**src/rtl/operand_issue_stage_pkg.sv**
```systemverilog
// operand_issue_stage_pkg: shared widths, issue bundle and register-mask helper
// Contents:
//   REG_IDX_W, XLEN, NUM_REGS  register-file geometry
//   CTRL_MAX_W                 widest control bundle the issue register can carry
//   issue_bundle_t             registered issue payload (operands, imm, rd, rd_we, ctrl)
//   reg_mask()                 one-hot register mask, index 0 never selected
package operand_issue_stage_pkg;
    localparam int REG_IDX_W  = 5;
    localparam int XLEN       = 32;
    localparam int NUM_REGS   = 32;
    localparam int CTRL_MAX_W = 32;

    typedef struct packed {
        logic [XLEN-1:0]       rs1_val;
        logic [XLEN-1:0]       rs2_val;
        logic [XLEN-1:0]       imm;
        logic [REG_IDX_W-1:0]  rd;
        logic                  rd_we;
        logic [CTRL_MAX_W-1:0] ctrl;
    } issue_bundle_t;

    // x0 is never tracked, so a zero index yields an empty mask
    function automatic logic [NUM_REGS-1:0] reg_mask(input logic en, input logic [REG_IDX_W-1:0] idx);
        reg_mask = (en && idx != '0) ? (NUM_REGS'(1) << idx) : '0;
    endfunction
endpackage

```
**src/rtl/operand_issue_stage_issue_scoreboard.sv**
```systemverilog
// issue_scoreboard: pending-write vector with set/clear ports and source hazard lookup
// Ports:
//   clock, async_reset               pipeline clock, asynchronous active-low reset
//   set_en_i / set_idx_i             mark a register as awaiting writeback (issue)
//   wb_clr_en_i / wb_clr_idx_i       writeback retires a pending register
//   flush_clr_en_i / flush_clr_idx_i flushed instruction releases its destination
//   rs1_i, rs2_i                     source indices to look up
//   busy1_o, busy2_o                 source still pending (hazard)
// Config: ISSUE_WB_BYPASS_EN hides pending bits cleared by a same-cycle writeback.
module issue_scoreboard
    import operand_issue_stage_pkg::*;
(
    input  logic                 clock,
    input  logic                 async_reset,
    input  logic                 set_en_i,
    input  logic [REG_IDX_W-1:0] set_idx_i,
    input  logic                 wb_clr_en_i,
    input  logic [REG_IDX_W-1:0] wb_clr_idx_i,
    input  logic                 flush_clr_en_i,
    input  logic [REG_IDX_W-1:0] flush_clr_idx_i,
    input  logic [REG_IDX_W-1:0] rs1_i,
    input  logic [REG_IDX_W-1:0] rs2_i,
    output logic                 busy1_o,
    output logic                 busy2_o
);
    logic [NUM_REGS-1:0] pending_q, pending_d, wb_mask, visible;

    assign wb_mask = reg_mask(wb_clr_en_i, wb_clr_idx_i);

    // clears apply first so a same-cycle set on the same index wins
    assign pending_d = ((pending_q & ~wb_mask & ~reg_mask(flush_clr_en_i, flush_clr_idx_i))
                        | reg_mask(set_en_i, set_idx_i)) & ~NUM_REGS'(1);

`ifdef ISSUE_WB_BYPASS_EN
    assign visible = pending_q & ~wb_mask;
`else
    assign visible = pending_q;
`endif

    assign busy1_o = visible[rs1_i];
    assign busy2_o = visible[rs2_i];

    always_ff @(posedge clock or negedge async_reset) begin
        if (!async_reset) pending_q <= '0;
        else pending_q <= pending_d;
    end
endmodule

```
**src/rtl/operand_issue_stage.sv**
```systemverilog
// operand_issue_stage: reads operands, tracks RAW hazards and issues decoded instructions to execute
// Ports:
//   clock, async_reset                      pipeline clock, asynchronous active-low reset
//   in_valid/in_ready, in_rs1/rs2/rd,
//   in_rd_we, in_imm, in_ctrl               decoded instruction from decode
//   read_addr_1/2, read_data_1/2            register-file read port (addresses follow in_rs1/in_rs2)
//   wb_valid, wb_addr, wb_data              writeback port image
//   flush                                   kill the instruction held in the output slot
//   out_valid/out_ready, out_*              registered issue slot to execute
// Config: define ISSUE_WB_BYPASS_EN to let a same-cycle writeback resolve a hazard and forward its data;
//         otherwise the instruction waits one more cycle and reads the register file.
module operand_issue_stage
    import operand_issue_stage_pkg::*;
#(
    parameter int CTRL_W = 8
) (
    input  logic              clock,
    input  logic              async_reset,
    input  logic              in_valid,
    output logic              in_ready,
    input  logic [4:0]        in_rs1,
    input  logic [4:0]        in_rs2,
    input  logic [4:0]        in_rd,
    input  logic              in_rd_we,
    input  logic [31:0]       in_imm,
    input  logic [CTRL_W-1:0] in_ctrl,
    output logic [4:0]        read_addr_1,
    output logic [4:0]        read_addr_2,
    input  logic [31:0]       read_data_1,
    input  logic [31:0]       read_data_2,
    input  logic              wb_valid,
    input  logic [4:0]        wb_addr,
    input  logic [31:0]       wb_data,
    input  logic              flush,
    output logic              out_valid,
    input  logic              out_ready,
    output logic [31:0]       out_rs1_val,
    output logic [31:0]       out_rs2_val,
    output logic [31:0]       out_imm,
    output logic [4:0]        out_rd,
    output logic              out_rd_we,
    output logic [CTRL_W-1:0] out_ctrl
);
    issue_bundle_t out_q, out_d;
    logic          out_valid_q, busy1, busy2, hazard, slot_free, issue;

    issue_scoreboard u_sb (
        .clock          (clock),
        .async_reset    (async_reset),
        .set_en_i       (issue && in_rd_we),
        .set_idx_i      (in_rd),
        .wb_clr_en_i    (wb_valid),
        .wb_clr_idx_i   (wb_addr),
        .flush_clr_en_i (flush && out_valid_q && out_q.rd_we),
        .flush_clr_idx_i(out_q.rd),
        .rs1_i          (in_rs1),
        .rs2_i          (in_rs2),
        .busy1_o        (busy1),
        .busy2_o        (busy2)
    );

    assign read_addr_1 = in_rs1;
    assign read_addr_2 = in_rs2;
    assign slot_free   = !out_valid_q || out_ready;
    assign hazard      = in_valid && (busy1 || busy2);
    assign in_ready    = slot_free && !hazard && !flush;
    assign issue       = in_valid && in_ready;

    // a writeback in flight is newer than the register-file read, whatever the build
    always_comb begin
        out_d.rs1_val = in_rs1 == '0 ? '0 : (wb_valid && wb_addr == in_rs1) ? wb_data : read_data_1;
        out_d.rs2_val = in_rs2 == '0 ? '0 : (wb_valid && wb_addr == in_rs2) ? wb_data : read_data_2;
        out_d.imm     = in_imm;
        out_d.rd      = in_rd;
        out_d.rd_we   = in_rd_we;
        out_d.ctrl    = CTRL_MAX_W'(in_ctrl);
    end

    always_ff @(posedge clock or negedge async_reset) begin
        if (!async_reset) begin
            out_q       <= '0;
            out_valid_q <= 1'b0;
        end else begin
            if (issue) out_q <= out_d;
            out_valid_q <= issue || (out_valid_q && !out_ready && !flush);
        end
    end

    assign out_valid   = out_valid_q;
    assign out_rs1_val = out_q.rs1_val;
    assign out_rs2_val = out_q.rs2_val;
    assign out_imm     = out_q.imm;
    assign out_rd      = out_q.rd;
    assign out_rd_we   = out_q.rd_we;
    assign out_ctrl    = CTRL_W'(out_q.ctrl);
endmodule

```
**config.mk**
```make
export PLATFORM = sky130hd
export DESIGN_NAME = operand_issue_stage
export DESIGN_NICKNAME = d
export VERILOG_FILES = /design/src/rtl/operand_issue_stage_pkg.sv /design/src/rtl/operand_issue_stage_issue_scoreboard.sv /design/src/rtl/operand_issue_stage.sv
export SDC_FILE = /design/constraint.sdc
export NUM_CORES = 1
export LEC_CHECK = 0
export CAP_MARGIN = 10
export CORE_MARGIN = 1
export CORE_UTILIZATION = 40
export CTS_CLUSTER_DIAMETER = 200
export CTS_CLUSTER_SIZE = 20
export DETAILED_ROUTE_END_ITERATION = 6
export MAX_ROUTING_LAYER = met4
export PLACE_DENSITY = 0.77
export SYNTH_ARGS = -nofsm -noshare
export SYNTH_HDL_FRONTEND = slang
export SYNTH_HIERARCHICAL = 1
export SYNTH_SLANG_ARGS = --single-unit
```
**constraint.sdc**
```tcl
create_clock -name clock -period 2.5 [get_ports clock]
set_input_delay 0.375 -clock clock [delete_from_list [all_inputs] [get_ports clock]]
set_output_delay 0.375 -clock clock [all_outputs]
set_load 0.05 [all_outputs]
```
==> results.yml <==
grt:
  antenna_found_initial: 1
  grt_max_degree: 63
  grt_overflow: 0
  grt_pass1_vias: 6636
  globalRouteTotalUtil_pct: 26.29
  grt_pass1_wl_um: 35830
timing:
  finalHoldViolCount: 0
  rsz0062_at_grt: "true"
  slew_headroom_pct: 59.92
  finalSetupViolations: 2
  period_share_pct: 101.7
  finalCriticalPeriod_ns: 2.543
  slew_violations: 0
  finalWorstSetupSlack_ns: -0.04266
  tightest_slew_ns: 0.6012
  fmax_mhz: 393.3
  finClkSkew_ns: 0.007987
route:
  wl_per_cell_um: 18.54
  routed_wl_um: 23760
  drt_iter0_drc: 468
  avgViaCountPerCell: 5.310
  drcViolationCount: 0
  ant_nets: 0
  first_pass_iters: 5
  via_count: 6808
placed_design:
  portBuffers: 284
  place_ws_ns: -0.6571
  place_congestion: 0.9339
  place_hpwl_um: 18090
  dp.cells: 1245
clocking:
  numCtsBuffers: 17
  cts-root-buf: "clkbuf_16"
  cts_buffer_depth: 2
  clock_latency_ns: 0.42
  cts.sinks: 142
  cts_tree: "done"
  htreeDepth: 4
  path_clk_slew_ns: 0.06
min_path:
  hold_start: "out_imm[25]$_DFFE_PN0P_"
  hold_class: "flip-flop to flip-flop"
  min_to: "out_imm[25]$_DFFE_PN0P_"
  whs_path_depth: 2
power:
  irDropWorstVdd_uv: 618.4
  power_density_nw_per_um2: 882.1
  p_leak_nw: 4.843
floorplan:
  core_um2: 17480
  dieArea_um2: 18680
  row_count: 48
  start_util_pct: 41.52
  chipHeight_um: 136.7
  die_w_um: 136.7
  ios: 285
worst_setup_path:
  cp.arrival_ns: 2.17
  worstReg2RegStart: "u_sb/pending_q[4]$_DFF_PN0_"
  critical_path_class: "flip-flop to primary output"
  worstPathMaxFanout: 3
  cp.required_ns: 2.12
  rr_endpoint: "u_sb/pending_q[2]$_DFF_PN0_"
  r2r_slack_ns: -0.01
  cp-end-kind: "primary output"
  cp-start-kind: "flip-flop"
  ff2ff_path_depth: 9
layout:
  final_nets: 1207
  drive_gt1_share_pct: 15.06
  fillCellCount: 1418
  instances_no_fill: 1282
  syn2layout_area_growth_pct: 56.73
yosys:
  async_flop_share_pct: 100.0
  synth_edf_count: 0
  syn_area_um2: 7256
  synthFlopType: "dfrtp_1"
  yosys_warnings: 6
  yosysUniqueCellTypes: 44
  yosysSeqAreaShare_pct: 48.97
  synth_seq_cells: 142
  synth_fp_nets: 894
  synth_cells: 731
  syn_avg_cell_area_um2: 9.926
job:
  max_cap_violations: 0
outcome:
  outcome: "finished with violations"
  violations: "negative setup slack"
## worst max-delay path: stages (launching register included)
cell	delay [ns]
dfrtp_1	0.42
mux4_2	0.48
nand2b_4	0.15
o211ai_1	0.11
nand4_1	0.14
o21ai_1	0.15
and2_4	0.17
buf_12	0.13
## sequential cells by signal (all words and copies together), names as in the netlist
| signal | flops |
|---|---|
| u_sb/pending_q | 31 |
| out_rs1_val | 32 |
| out_rd | 5 |
| out_rd_we | 1 |
| out_valid | 1 |
| out_rs2_val | 32 |
| out_imm | 32 |
| out_ctrl | 8 |
## cell usage in the layout, fill, tap and decap left out, types with 3 or more instances in the layout
| master | Yosys | routed |
|---|---|---|
| dfrtp_1 | 142 | 142 |
| buf_4 | 13 | 53 |
| bufinv_16 | 0 | 4 |
| o21ai_2 | 34 | 33 |
| o21ai_0 | 36 | 25 |
| o21ai_1 | 28 | 39 |
| a22oi_1 | 4 | 4 |
| nand3b_1 | 12 | 12 |
| nand2b_4 | 0 | 4 |
| nor2b_1 | 5 | 5 |
| mux2i_1 | 82 | 82 |
| buf_12 | 6 | 18 |
| mux4_2 | 6 | 6 |
| dlygate4sd2_1 | 0 | 4 |
| o221ai_1 | 25 | 25 |
| nor2_1 | 11 | 11 |
| nor3_1 | 5 | 5 |
| a21oi_1 | 6 | 6 |
| o22ai_1 | 6 | 6 |
| xor2_1 | 8 | 8 |
| nand2_1 | 209 | 209 |
| nand3_1 | 14 | 12 |
| nand4_1 | 3 | 3 |
| nand2b_1 | 11 | 7 |
| clkdlybuf4s50_1 | 0 | 268 |
| clkinv_4 | 0 | 3 |
| clkbuf_16 | 0 | 17 |
## stage by stage
stage | TNS [ns] | util [%] | hold WS [ns] | total power (W) | instance area [µm²]
2_1_floorplan | -0.7393 | - | 0.07941 | 0.005648 | 7315
3_3_place_gp | -64.35 | 61.09 | 0.3960 | 0.007294 | 10680
3_5_place_dp | -66.95 | 61.09 | 0.3950 | 0.007350 | 10680
4_1_cts | -0.02220 | 64.86 | 0.4561 | 0.01010 | 11330
5_1_grt | -0.6780 | 65.07 | 0.4749 | 0.01044 | 11370
6_report | -0.05005 | 65.07 | 0.4717 | 0.01003 | 11370
## final cells by class
cell class / instances / area [µm²] / area share (%)
Sequential cell: 142 / 3553 / 31.25
Timing Repair Buffer: 345 / 3497 / 30.75
Multi-Input combinational cell: 536 / 3402 / 29.92
Clock buffer: 18 / 439.2 / 3.862
Tap cell: 225 / 281.5 / 2.476
Clock inverter: 13 / 188.9 / 1.661
Inverter: 2 / 7.507 / 0.06601
Antenna cell: 1 / 2.502 / 0.02200
## kinds of logic (layout without fill, tap and decap cells)
kind of cell | Yosys count | count (layout) | share of synthesized area [%]
simple gates | 291 | 291 | 17.71
compound gates | 147 | 147 | 13.74
mux | 88 | 88 | 13.17
flops | 142 | 142 | 48.97
other cells | 0 | 1 | 0
buf+inv | 53 | 378 | 5.191
xor+xnor | 10 | 10 | 1.207
## cell usage after synthesis (all sizes together) (3+ instances only)
library cell,number,area [µm²]
nor2,11,41.29
o22ai,6,37.54
nand3b,12,90.09
or3b,4,35.04
dfrtp,142,3553
a21oi,6,30.03
mux2i,82,820.8
mux4,6,135.1
o221ai,25,219.0
nand2,209,784.5
buf,33,297.8
nor2b,5,31.28
o21ai,98,618.1
clkbuf,18,71.31
nor3,5,25.02
nand2b,11,68.82
xor2,8,70.07
and3,4,25.02
a22oi,4,30.03
nand4,3,18.77
nand3,14,70.07
## metal layers
metal	GRT usage, %	part of all wire [%]	vias to the layer above
met5	-	0	-
met4	9.074	1.7	0
met3	6.481	9.3	33
met2	42.98	48	323
met1	31.60	40	3257
li1	-	-	3195
## worst max path at each step
stage                                  from                            to  slack [ns]
2_1_floorplan                     in_rs1[0]   u_sb/pending_q[2]$_DFF_PN0_       -0.11
5_1_grt        u_sb/pending_q[20]$_DFF_PN0_                      in_ready       -0.11
3_5_place_dp                      in_rs1[0]  u_sb/pending_q[25]$_DFF_PN0_       -0.66
4_1_cts         u_sb/pending_q[4]$_DFF_PN0_                      in_ready       -0.02
6_report        u_sb/pending_q[4]$_DFF_PN0_                      in_ready       -0.04
3_3_place_gp                      in_rs1[0]   u_sb/pending_q[6]$_DFF_PN0_       -0.59
## what timing repair did
item | in CTS | in global routing
setup buffers | 2 | 2
endpoints found under the setup margin | 98 | 30
gates resized for setup | 8 | 12
hold buffers | 1 | 0
pin swaps | 1 | 3
endpoints found under the hold margin | 58 | 0
## where the power goes
group	internal, W	leakage [nW]	switching (W)	total (W)
Clock	0.00170	0.303	0.00101	0.00271
Sequential	0.00282	1.81	0.000333	0.00315
Combinational	0.00149	2.73	0.00268	0.00417
(Power assumes the default switching activity.)
